File: src/rtl/sdp_y_cfg_triosy_pkg.sv
// Shared definitions for the Y-core triosy collector.
// Contents: the collector state enum, the bit positions inside err_status,
//           and the default watchdog limit.
package sdp_y_cfg_triosy_pkg;

  typedef enum logic [1:0] {
    ST_IDLE = 2'd0,
    ST_WAIT = 2'd1,
    ST_DONE = 2'd2
  } state_e;

  localparam int ERR_LZ      = 0;  // strobe nobody was waiting for
  localparam int ERR_START   = 1;  // launch while a layer is in flight
  localparam int ERR_TIMEOUT = 2;  // watchdog expired in WAIT

  localparam int TIMEOUT_CYC_DEF = 4096;

endpackage

File: src/rtl/sdp_y_cfg_triosy_collector_if.sv
// Sequencer/core-facing bundle of the triosy collector.
// master: the sequencer/core side (drives op_start, ch_mask, triosy_lz, err_clr)
// slave : the collector (drives op_busy, cfg_lock, op_done, ch_pending,
//         layer_cnt, err_status)
interface sdp_y_cfg_triosy_collector_if #(
  parameter int NUM_CH      = 8,
  parameter int LAYER_CNT_W = 8
);
  logic                   op_start;
  logic [NUM_CH-1:0]      ch_mask;
  logic [NUM_CH-1:0]      triosy_lz;
  logic                   err_clr;
  logic                   op_busy;
  logic                   cfg_lock;
  logic                   op_done;
  logic [NUM_CH-1:0]      ch_pending;
  logic [LAYER_CNT_W-1:0] layer_cnt;
  logic [2:0]             err_status;

  modport master (
    output op_start, ch_mask, triosy_lz, err_clr,
    input  op_busy, cfg_lock, op_done, ch_pending, layer_cnt, err_status
  );

  modport slave (
    input  op_start, ch_mask, triosy_lz, err_clr,
    output op_busy, cfg_lock, op_done, ch_pending, layer_cnt, err_status
  );
endinterface

File: src/rtl/sdp_y_cfg_triosy_ch.sv
// One triosy channel: pending flop plus unexpected-strobe detect.
// Ports:
//   clk_i, rst_ni : clock, async active-low reset
//   load_i        : accepted launch, pending <= ~mask_i
//   mask_i        : channel bypass bit for this launch
//   wait_i        : collector is in WAIT (strobes may retire pending)
//   clr_i         : watchdog abort, drop pending
//   lz_i          : consumption strobe from the core
//   pend_o        : registered pending bit
//   left_o        : pending bit after this cycle's strobe (completion detect)
//   unexp_o       : strobe arrived when this channel was not waiting for one
module sdp_y_cfg_triosy_ch (
  input  logic clk_i,
  input  logic rst_ni,
  input  logic load_i,
  input  logic mask_i,
  input  logic wait_i,
  input  logic clr_i,
  input  logic lz_i,
  output logic pend_o,
  output logic left_o,
  output logic unexp_o
);
  logic pend_q, pend_d;

  assign left_o  = pend_q & ~(wait_i & lz_i);
  // A strobe only counts while WAITing on a still-pending channel; a strobe
  // landing together with the launch is therefore unexpected as well.
  assign unexp_o = lz_i & ~(wait_i & pend_q);

  always_comb begin
    pend_d = left_o;
    if (clr_i)  pend_d = 1'b0;
    if (load_i) pend_d = ~mask_i;
  end

  always_ff @(posedge clk_i or negedge rst_ni) begin
    if (!rst_ni) pend_q <= 1'b0;
    else         pend_q <= pend_d;
  end

  assign pend_o = pend_q;
endmodule

File: src/rtl/sdp_y_cfg_triosy_collector.sv
// Configuration-side triosy collector: launches a layer, locks the config,
// waits for every enabled channel's lz strobe, then pulses op_done.
// Ports:
//   nvdla_core_clk  : clock
//   nvdla_core_rstn : async active-low reset
//   bus (slave)     : op_start/ch_mask/triosy_lz/err_clr in,
//                     op_busy/cfg_lock/op_done/ch_pending/layer_cnt/err_status out
// Optional feature: SDP_Y_CFG_TRIOSY_TIMEOUT_EN builds a WAIT watchdog of
// TIMEOUT_CYC cycles; without it err_status[2] is tied low.
module sdp_y_cfg_triosy_collector
  import sdp_y_cfg_triosy_pkg::*;
#(
  parameter int NUM_CH      = 8,
  parameter int LAYER_CNT_W = 8,
  parameter int TIMEOUT_CYC = TIMEOUT_CYC_DEF
) (
  input  logic                        nvdla_core_clk,
  input  logic                        nvdla_core_rstn,
  sdp_y_cfg_triosy_collector_if.slave bus
);
  state_e                 state_q, state_d;
  logic                   busy_q, done_q;
  logic [LAYER_CNT_W-1:0] cnt_q;
  logic [2:0]             err_q, err_set;
  logic [NUM_CH-1:0]      pend_q, pend_left, unexp;
  logic                   start_acc, in_wait, all_clear, timeout;

  assign in_wait   = (state_q == ST_WAIT);
  assign start_acc = (state_q == ST_IDLE) && bus.op_start;
  assign all_clear = ~|pend_left;

  sdp_y_cfg_triosy_ch u_ch [NUM_CH-1:0] (
    .clk_i  (nvdla_core_clk),
    .rst_ni (nvdla_core_rstn),
    .load_i (start_acc),
    .mask_i (bus.ch_mask),
    .wait_i (in_wait),
    .clr_i  (timeout),
    .lz_i   (bus.triosy_lz),
    .pend_o (pend_q),
    .left_o (pend_left),
    .unexp_o(unexp)
  );

`ifdef SDP_Y_CFG_TRIOSY_TIMEOUT_EN
  localparam int WD_W = $clog2(TIMEOUT_CYC + 1);
  logic [WD_W-1:0] wd_q;

  always_ff @(posedge nvdla_core_clk or negedge nvdla_core_rstn) begin
    if (!nvdla_core_rstn) wd_q <= '0;
    else if (start_acc)   wd_q <= '0;
    else if (in_wait)     wd_q <= wd_q + WD_W'(1);
  end

  // Fires in the TIMEOUT_CYC-th WAIT cycle; a strobe that completes the
  // layer in that same cycle wins.
  assign timeout = in_wait && !all_clear && (wd_q == WD_W'(TIMEOUT_CYC - 1));
`else
  assign timeout = 1'b0;
`endif

  always_comb begin
    state_d = state_q;
    case (state_q)
      ST_IDLE: if (bus.op_start) state_d = (&bus.ch_mask) ? ST_DONE : ST_WAIT;
      ST_WAIT: begin
        if (all_clear)    state_d = ST_DONE;
        else if (timeout) state_d = ST_IDLE;
      end
      ST_DONE: state_d = ST_IDLE;
      default: state_d = ST_IDLE;
    endcase
  end

  assign err_set[ERR_LZ]      = |unexp;
  assign err_set[ERR_START]   = bus.op_start && (state_q != ST_IDLE);
  assign err_set[ERR_TIMEOUT] = timeout;

  // Outputs are registered off state_d so they line up with the new state.
  always_ff @(posedge nvdla_core_clk or negedge nvdla_core_rstn) begin
    if (!nvdla_core_rstn) begin
      state_q <= ST_IDLE;
      busy_q  <= 1'b0;
      done_q  <= 1'b0;
      cnt_q   <= '0;
      err_q   <= '0;
    end else begin
      state_q <= state_d;
      busy_q  <= (state_d != ST_IDLE);
      done_q  <= (state_d == ST_DONE);
      if (state_q == ST_DONE) cnt_q <= cnt_q + LAYER_CNT_W'(1);
      err_q   <= err_set | (err_q & ~{3{bus.err_clr}});
    end
  end

  assign bus.op_busy    = busy_q;
  assign bus.cfg_lock   = busy_q;
  assign bus.op_done    = done_q;
  assign bus.ch_pending = pend_q;
  assign bus.layer_cnt  = cnt_q;
  assign bus.err_status = err_q;
endmodule

File: src/flat_wrapper.sv
// flat-port wrapper written by rule: the top's interface ports become plain ports
module sdp_y_cfg_triosy_collector_flat import sdp_y_cfg_triosy_pkg::*;
#(
  parameter int NUM_CH      = 8,
  parameter int LAYER_CNT_W = 8,
  parameter int TIMEOUT_CYC = TIMEOUT_CYC_DEF
)
  (nvdla_core_clk, nvdla_core_rstn, bus_op_start, bus_ch_mask, bus_triosy_lz, bus_err_clr, bus_op_busy, bus_cfg_lock, bus_op_done, bus_ch_pending, bus_layer_cnt, bus_err_status);
  sdp_y_cfg_triosy_collector_if #(.NUM_CH(NUM_CH), .LAYER_CNT_W(LAYER_CNT_W)) bus_i ();
  input  logic nvdla_core_clk;
  input  logic nvdla_core_rstn;
  input wire logic [$bits(bus_i.op_start)-1:0] bus_op_start;
  input wire logic [$bits(bus_i.ch_mask)-1:0] bus_ch_mask;
  input wire logic [$bits(bus_i.triosy_lz)-1:0] bus_triosy_lz;
  input wire logic [$bits(bus_i.err_clr)-1:0] bus_err_clr;
  output wire logic [$bits(bus_i.op_busy)-1:0] bus_op_busy;
  output wire logic [$bits(bus_i.cfg_lock)-1:0] bus_cfg_lock;
  output wire logic [$bits(bus_i.op_done)-1:0] bus_op_done;
  output wire logic [$bits(bus_i.ch_pending)-1:0] bus_ch_pending;
  output wire logic [$bits(bus_i.layer_cnt)-1:0] bus_layer_cnt;
  output wire logic [$bits(bus_i.err_status)-1:0] bus_err_status;
  assign bus_i.op_start = bus_op_start;
  assign bus_i.ch_mask = bus_ch_mask;
  assign bus_i.triosy_lz = bus_triosy_lz;
  assign bus_i.err_clr = bus_err_clr;
  assign bus_op_busy = bus_i.op_busy;
  assign bus_cfg_lock = bus_i.cfg_lock;
  assign bus_op_done = bus_i.op_done;
  assign bus_ch_pending = bus_i.ch_pending;
  assign bus_layer_cnt = bus_i.layer_cnt;
  assign bus_err_status = bus_i.err_status;
  sdp_y_cfg_triosy_collector #(.NUM_CH(NUM_CH), .LAYER_CNT_W(LAYER_CNT_W), .TIMEOUT_CYC(TIMEOUT_CYC)) u_core (.nvdla_core_clk(nvdla_core_clk), .nvdla_core_rstn(nvdla_core_rstn), .bus(bus_i));
endmodule
File: config.mk
export PLATFORM = sky130hd
export DESIGN_NAME = sdp_y_cfg_triosy_collector_flat
export DESIGN_NICKNAME = d
export VERILOG_FILES = /design/src/rtl/sdp_y_cfg_triosy_pkg.sv /design/src/rtl/sdp_y_cfg_triosy_collector_if.sv /design/src/rtl/sdp_y_cfg_triosy_ch.sv /design/src/rtl/sdp_y_cfg_triosy_collector.sv /design/src/flat_wrapper.sv
export SDC_FILE = /design/constraint.sdc
export NUM_CORES = 1
export LEC_CHECK = 0
export ABC_AREA = 1
export ABC_CLOCK_PERIOD_IN_PS = 2150
export CORE_MARGIN = 1.5
export CORE_UTILIZATION = 45
export CTS_CLUSTER_DIAMETER = 150
export DETAILED_ROUTE_END_ITERATION = 10
export PLACE_DENSITY = 0.79
export SYNTH_ARGS = -nofsm -noshare
export SYNTH_HDL_FRONTEND = slang
export SYNTH_SLANG_ARGS = --single-unit
File: constraint.sdc
create_clock -name nvdla_core_clk -period 2.15 [get_ports nvdla_core_clk]
set_clock_uncertainty 0.1 [all_clocks]
set_input_delay 0.3225 -clock nvdla_core_clk [delete_from_list [all_inputs] [get_ports nvdla_core_clk]]
set_output_delay 0.3225 -clock nvdla_core_clk [all_outputs]
set_load 0.02 [all_outputs]
==> reports/results.tsv, run 1 <==
stage	metric	value	unit
layout	fin util	64.3	%
drt	routed length per instance	11.6	um
logic_synthesis	Synth cell types	18	
cts	clk sinks	23	
drt	via-per-instance ratio	4.92	
floorplanning	die height	55.1	um
setup_path	r2r setup slk	0.50	ns
global_routing	GRT Util Overall	19.5	%
setup_path	critical path's slowest cell	clkdlybuf4s50_1	
floorplanning	core area	2520	um2
sta	max_slew headroom	69.4	%
layout	share of cells above drive strength 1	4.66	%
drt	drt total wl	2.58	mm
setup_path	reg-to-reg startpoint	u_core.state_q[0]	
sta	Final Max Slew Viols	0	
logic_synthesis	Net Count, Synth	179	
logic_synthesis	Syn Area/Cell	7.74	um2
setup_path	critical path fanouts, max	4	
layout	most frequent cells in the layout	nand2_1 (57), clkdlybuf4s50_1 (41), dfrtp_1 (23), nand3_1 (20), inv_1 (14)	
global_routing	grt total ovfl	0	
cts	PostCTS Resize Cnt	0	
global_routing	number of global-route vias before repair	1021	
setup_path	CP top delay family	buffers and inverters	
drt	Via Count	1098	
sta	setup tns final	0	ns
global_routing	first-pass GRT wire length	4.16	mm
floorplanning	I/O pin count	42	
pwr	worst-case vdd ir drop	698	uV
placement	gpl congestion	0.840	
cts	htree depth	1	
setup_path	CP Cell Sequence	clkdlybuf4s50_1	
floorplanning	die area	3040	um2
setup_path	CP arrival	1.38	ns
logic_synthesis	FF+latch count, synth	23	
cts	hold_buf cts	0	
pwr	Pleak	0.798	nW
drt	Post-route DRC	0	
cts	root buffer cell	clkbuf_4	
cts	CTS buffer count	3	
sta	setup repair after global routing missed its margin	false	
setup_path	critical path required time	1.73	ns
global_routing	largest net degree at the start of global routing	24	
sta	Slew @ Worst Pin	0.459	ns
hold_path	HP Class	in -> async	
logic_synthesis	post-synthesis sequential area ratio	47.0	%
logic_synthesis	Mapped Area	1220	um2
sta	Max Freq	555	MHz
logic_synthesis	Yosys warnings	0	
sta	final hold vios	0	
status	status	complete, no violations	
layout	nets	215	
layout	area growth from synthesis to layout	32.6	%
placement	Detailed Place HPWL	2.01	mm
floorplanning	die width	55.1	um
layout	Inserted Diodes	0	
sta	final critical-path share of the clock period	83.8	%
cts	CTS tree	built	
placement	Port Buf Inserts	41	
setup_path	Worst Setup Start Kind	flip-flop	
setup_path	crit end category	output pin	
cts	CTS clk-pin slew, worst paths	0.13	ns
layout	most common cell after layout, fill and taps aside	nand2_1	
floorplanning	Starting Density	48.5	%
setup_path	Crit path largest cell delay	0.64	ns
setup_path	crit path from	u_core.bus.layer_cnt[0]	
run	MaxCap Viol Count	0	
floorplanning	Rows	18	
logic_synthesis	Cells after Synth	158	
cts	CTS Buffer Depth	2	
drt	remaining antenna violation count	0	
drt	detailed router's first-iteration violation count	28	
sta	Final setup viols	0	
setup_path	CP bufs+invs	1	
setup_path	crit path kind	reg -> out	
global_routing	initial antenna violation count	0	
pwr	Power Dens Cells	1120	nW/um2
drt	first drt pass iteration count	4	
sta	crit path time final	1.80	ns
cts	Skew-Pair Late Insertion Delay	0.31	ns
cts	# Post-CTS Setup Buffers	0	
report_power, final:
part / internal (W) / switching [W] / total [W]
combinational: 0.000385 / 0.000523 / 0.000908
clock: 0.0000695 / 0.000133 / 0.000203
sequential: 0.000562 / 0.000141 / 0.000703
metrics by stage:
stage,setup slack (ns),power (W),hold WS [ns],area (um2),cells
final,0.348,0.00181,0.246,1620,223
after global routing,0.284,0.00196,0.284,1620,223
after CTS,0.334,0.00183,0.246,1620,223
after global placement,0.528,0.00160,0.356,1600,219
after detailed placement,0.495,0.00162,0.358,1600,219
after floorplan,0.862,0.00135,-0.0731,1220,158
final timing paths:
check                                                end  cells after the start
max in group asynchronous        u_core.bus.layer_cnt[6]                      2
min in group nvdla_core_clk          u_core.bus.cfg_lock                      1
worst max register to register     u_core.u_ch[5].pend_o                      4
worst min-delay path            u_core.bus.err_status[0]                      2
worst min register to register       u_core.bus.cfg_lock                      1
worst max-delay path                    bus_layer_cnt[0]                      1
worst reg2reg max path, delay by kind of cell (launching register included):
kind | cells | cell delay, ns
compound gates | 1 | 0.09
simple gates | 3 | 0.78
flops | 1 | 0.57
layout make-up:
cell class              instances  area (um2)
fillers                       228         900
inverters                      16        60.1
well taps                      30        37.5
clock inverters                 1        5.00
repair buffers                 42         418
clock buffers                   3        22.5
multi-input cells             108         504
flip-flops and latches         23         576
state kept, by name, indices dropped and copies added, names as in the netlist:
signal and count:
u_core.u_ch.pend_o 8, u_core.bus.cfg_lock 1, u_core.bus.err_status 3, u_core.bus.op_done 1, u_core.state_q 2, u_core.bus.layer_cnt 8
cell families (layout without fill, tap and decap cells):
kind of cell,Yosys count,in the layout,share of synthesized area (%)
AND/OR/NAND/NOR,92,92,32.5
adder cells (fa/ha/maj),1,1,1.02
buffers and inverters,27,62,11.8
flip-flops,23,23,47.0
XOR/XNOR,5,5,3.58
AO/OA/AOI/OAI,10,10,4.09
cells in the mapped netlist:
cell type / n / area (um2)
ha_1: 1 / 12.5
inv_2: 2 / 7.51
nand3_1: 20 / 100
buf_2: 1 / 5.00
buf_4: 9 / 67.6
a21oi_1: 3 / 15.0
nand3b_1: 1 / 7.51
buf_6: 1 / 11.3
dfrtp_1: 23 / 576
xor2_1: 5 / 43.8
inv_1: 14 / 52.6
nand2_1: 57 / 214
nor2_1: 10 / 37.5
nor3_4: 1 / 16.3
nand4_1: 1 / 6.26
o21ai_0: 7 / 35.0
nor3_1: 1 / 5.00
nor2_4: 1 / 11.3
routing by layer:
metal  track usage (%)  part of all wire, %  vias to the layer above
met3              3.23                  6.9                        4
met5                 0                    0                        -
met4              7.32                 0.70                        0
li1                  -                    -                      555
met2              35.7                   50                       46
met1              22.7                   42                      493
No activity file was read; power rests on OpenSTA's default activity.
==> inputs of run 2 (changes only) <==
--- a/config.mk
+++ b/config.mk
@@ -6,12 +6,12 @@
 export NUM_CORES = 1
 export LEC_CHECK = 0
 export ABC_AREA = 1
-export ABC_CLOCK_PERIOD_IN_PS = 2150
+export ABC_CLOCK_PERIOD_IN_PS = 1700
 export CORE_MARGIN = 1.5
-export CORE_UTILIZATION = 45
+export CORE_UTILIZATION = 44
 export CTS_CLUSTER_DIAMETER = 150
 export DETAILED_ROUTE_END_ITERATION = 10
-export PLACE_DENSITY = 0.79
+export PLACE_DENSITY = 0.78
 export SYNTH_ARGS = -nofsm -noshare
 export SYNTH_HDL_FRONTEND = slang
 export SYNTH_SLANG_ARGS = --single-unit
==> constraint.sdc (replaced) <==
create_clock -name nvdla_core_clk -period 1.7 [get_ports nvdla_core_clk]
set_clock_uncertainty 0.1 [all_clocks]
set_input_delay 0.255 -clock nvdla_core_clk [delete_from_list [all_inputs] [get_ports nvdla_core_clk]]
set_output_delay 0.255 -clock nvdla_core_clk [all_outputs]
set_load 0.02 [all_outputs]
==> run 2 against run 1 <==
Compared with the run above:
- via count down 1.5%
- global-route usage down 2.3 points
- final cell count up 0.45%
- sequential power up 26%
- highest routed layer unchanged
- sequential share of layout area down 0.24 points
- combinational power up 23%
- critical path type unchanged
- die area up 2.2%
==> reports/results.tsv, run 2 (same netlist as run 1, synthesis figures left out) <==
stage	metric	value	unit	change
status	status	complete, no violations		
run	MaxCap Viol Count	0		unchanged
cts	root buffer cell	clkbuf_4		
setup_path	critical path's slowest cell	clkdlybuf4s50_1		
setup_path	Crit path largest cell delay	0.61	ns	-0.03 ns
floorplanning	die height	55.7	um	+1.1%
setup_path	CP Cell Sequence	clkdlybuf4s50_1		
layout	area growth from synthesis to layout	33.5	%	
setup_path	critical path required time	1.34	ns	-0.39 ns
sta	crit path time final	1.65	ns	
cts	Skew-Pair Late Insertion Delay	0.31	ns	about the same
cts	CTS tree	built		
drt	detailed router's first-iteration violation count	30		+7.1%
layout	most frequent cells in the layout	nand2_1 (57), clkdlybuf4s50_1 (23), dfrtp_1 (23), nand3_1 (20), inv_1 (14)		
global_routing	initial antenna violation count	0		unchanged
cts	htree depth	1		unchanged
sta	setup repair after global routing missed its margin	false		
cts	clk sinks	23		unchanged
drt	remaining antenna violation count	0		unchanged
sta	final hold vios	0		unchanged
global_routing	number of global-route vias before repair	1030		+0.88%
sta	Final Max Slew Viols	0		unchanged
floorplanning	core area	2540	um2	+0.89%
setup_path	crit path from	u_core.bus.err_status[0]		
floorplanning	I/O pin count	42		unchanged
setup_path	CP arrival	1.29	ns	-0.09 ns
cts	hold_buf cts	0		unchanged
cts	CTS clk-pin slew, worst paths	0.13	ns	about the same
placement	Detailed Place HPWL	2.01	mm	about the same
drt	Via Count	1082		-1.5%
drt	routed length per instance	11.7	um	+1.1%
sta	setup tns final	0	ns	unchanged
placement	Port Buf Inserts	41		unchanged
layout	fillcell total	228		unchanged
drt	Post-route DRC	0		unchanged
global_routing	largest net degree at the start of global routing	24		unchanged
sta	max_slew headroom	68.2	%	-1.1 points
layout	register area	576	um2	unchanged
cts	CTS buffer count	3		unchanged
floorplanning	Starting Density	48.1	%	-0.43 points
global_routing	first-pass GRT wire length	4.22	mm	+1.5%
setup_path	CP bufs+invs	1		unchanged
sta	Max Freq	607	MHz	
pwr	Power Dens Cells	1380	nW/um2	+24%
setup_path	Worst Setup Start Kind	flip-flop		
pwr	Pleak	0.932	nW	+17%
layout	fin util	64.2	%	-0.13 points
cts	CTS Buffer Depth	2		unchanged
global_routing	GRT Util Overall	17.2	%	-2.3 points
drt	first drt pass iteration count	4		unchanged
sta	Slew @ Worst Pin	0.476	ns	+0.0172 ns
floorplanning	die width	55.7	um	+1.1%
floorplanning	die area	3110	um2	+2.2%
layout	share of cells above drive strength 1	5.15	%	+0.49 points
placement	gpl congestion	0.821		-2.4%
layout	nets	216		+0.47%
setup_path	crit path kind	reg -> out		
sta	Final setup viols	0		unchanged
global_routing	grt total ovfl	0		unchanged
hold_path	HP Class	in -> async		
layout	Inserted Diodes	0		unchanged
sta	final critical-path share of the clock period	96.8	%	
drt	via-per-instance ratio	4.83		-1.9%
setup_path	critical path fanouts, max	2		-2
setup_path	reg-to-reg startpoint	u_core.state_q[0]		
setup_path	CP top delay family	buffers and inverters		
setup_path	r2r setup slk	0.16	ns	-0.34 ns
floorplanning	Rows	18		unchanged
drt	drt total wl	2.62	mm	+1.5%
setup_path	crit end category	output pin		
pwr	worst-case vdd ir drop	957	uV	+37%
layout	most common cell after layout, fill and taps aside	nand2_1		
layout	Multi-input gate area	504	um2	unchanged
[run 2: repair_timing]
| item | 4_1_cts | 5_1_grt |
|---|---|---|
| hold endpoints to repair | 0 | 0 |
| setup buffers | 0 | 0 |
| setup endpoints to repair | 11 | 7 |
| gates resized for setup | 11 | 7 |
| pin swaps | 0 | 0 |
[run 2: routing by layer]
layer / vias up / global-route usage [%] / share of wire [%]
met5: - / 0 / 0
met4: 0 / 5.92 / 0.15
met3: 2 / 3.49 / 5.8
met2: 37 / 33.2 / 51
met1: 485 / 18.4 / 43
li1: 558 / - / -
[run 2: layout make-up]
cell class	count	area share, %
flip-flops and latches	23	35.2
clock buffers	3	1.38
clock inverters	1	0.306
well taps	30	2.30
multi-input cells	108	30.9
inverters	16	3.68
repair buffers	43	26.3
[run 2: worst paths after layout]
kind / to / cells after the start
worst max-delay path: bus_err_status[0] / 1
worst min-delay path: u_core.bus.layer_cnt[5] / 2
worst max register to register: u_core.u_ch[5].pend_o / 4
worst min register to register: u_core.bus.cfg_lock / 1
max in group asynchronous: u_core.u_ch[3].pend_o / 2
min in group nvdla_core_clk: u_core.bus.cfg_lock / 1
[run 2: report_power, final]
part / total, W / switching [W] / leakage [nW] / internal, W
clock: 0.000256 / 0.000168 / 0.0177 / 0.0000878
combinational: 0.00112 / 0.000673 / 0.620 / 0.000447
sequential: 0.000884 / 0.000173 / 0.294 / 0.000711
[run 2: stage by stage]
stage	worst slack [ns]	instances	power (W)	hold slack (ns)	area (um2)
after floorplan	0.412	158	0.00170	-0.141	1220
after global routing	0.000213	224	0.00243	0.189	1630
after detailed placement	0.124	220	0.00208	0.356	1600
final	0.0538	224	0.00226	0.178	1630
after global placement	0.140	220	0.00205	0.355	1600
after CTS	0.00359	224	0.00229	0.176	1620
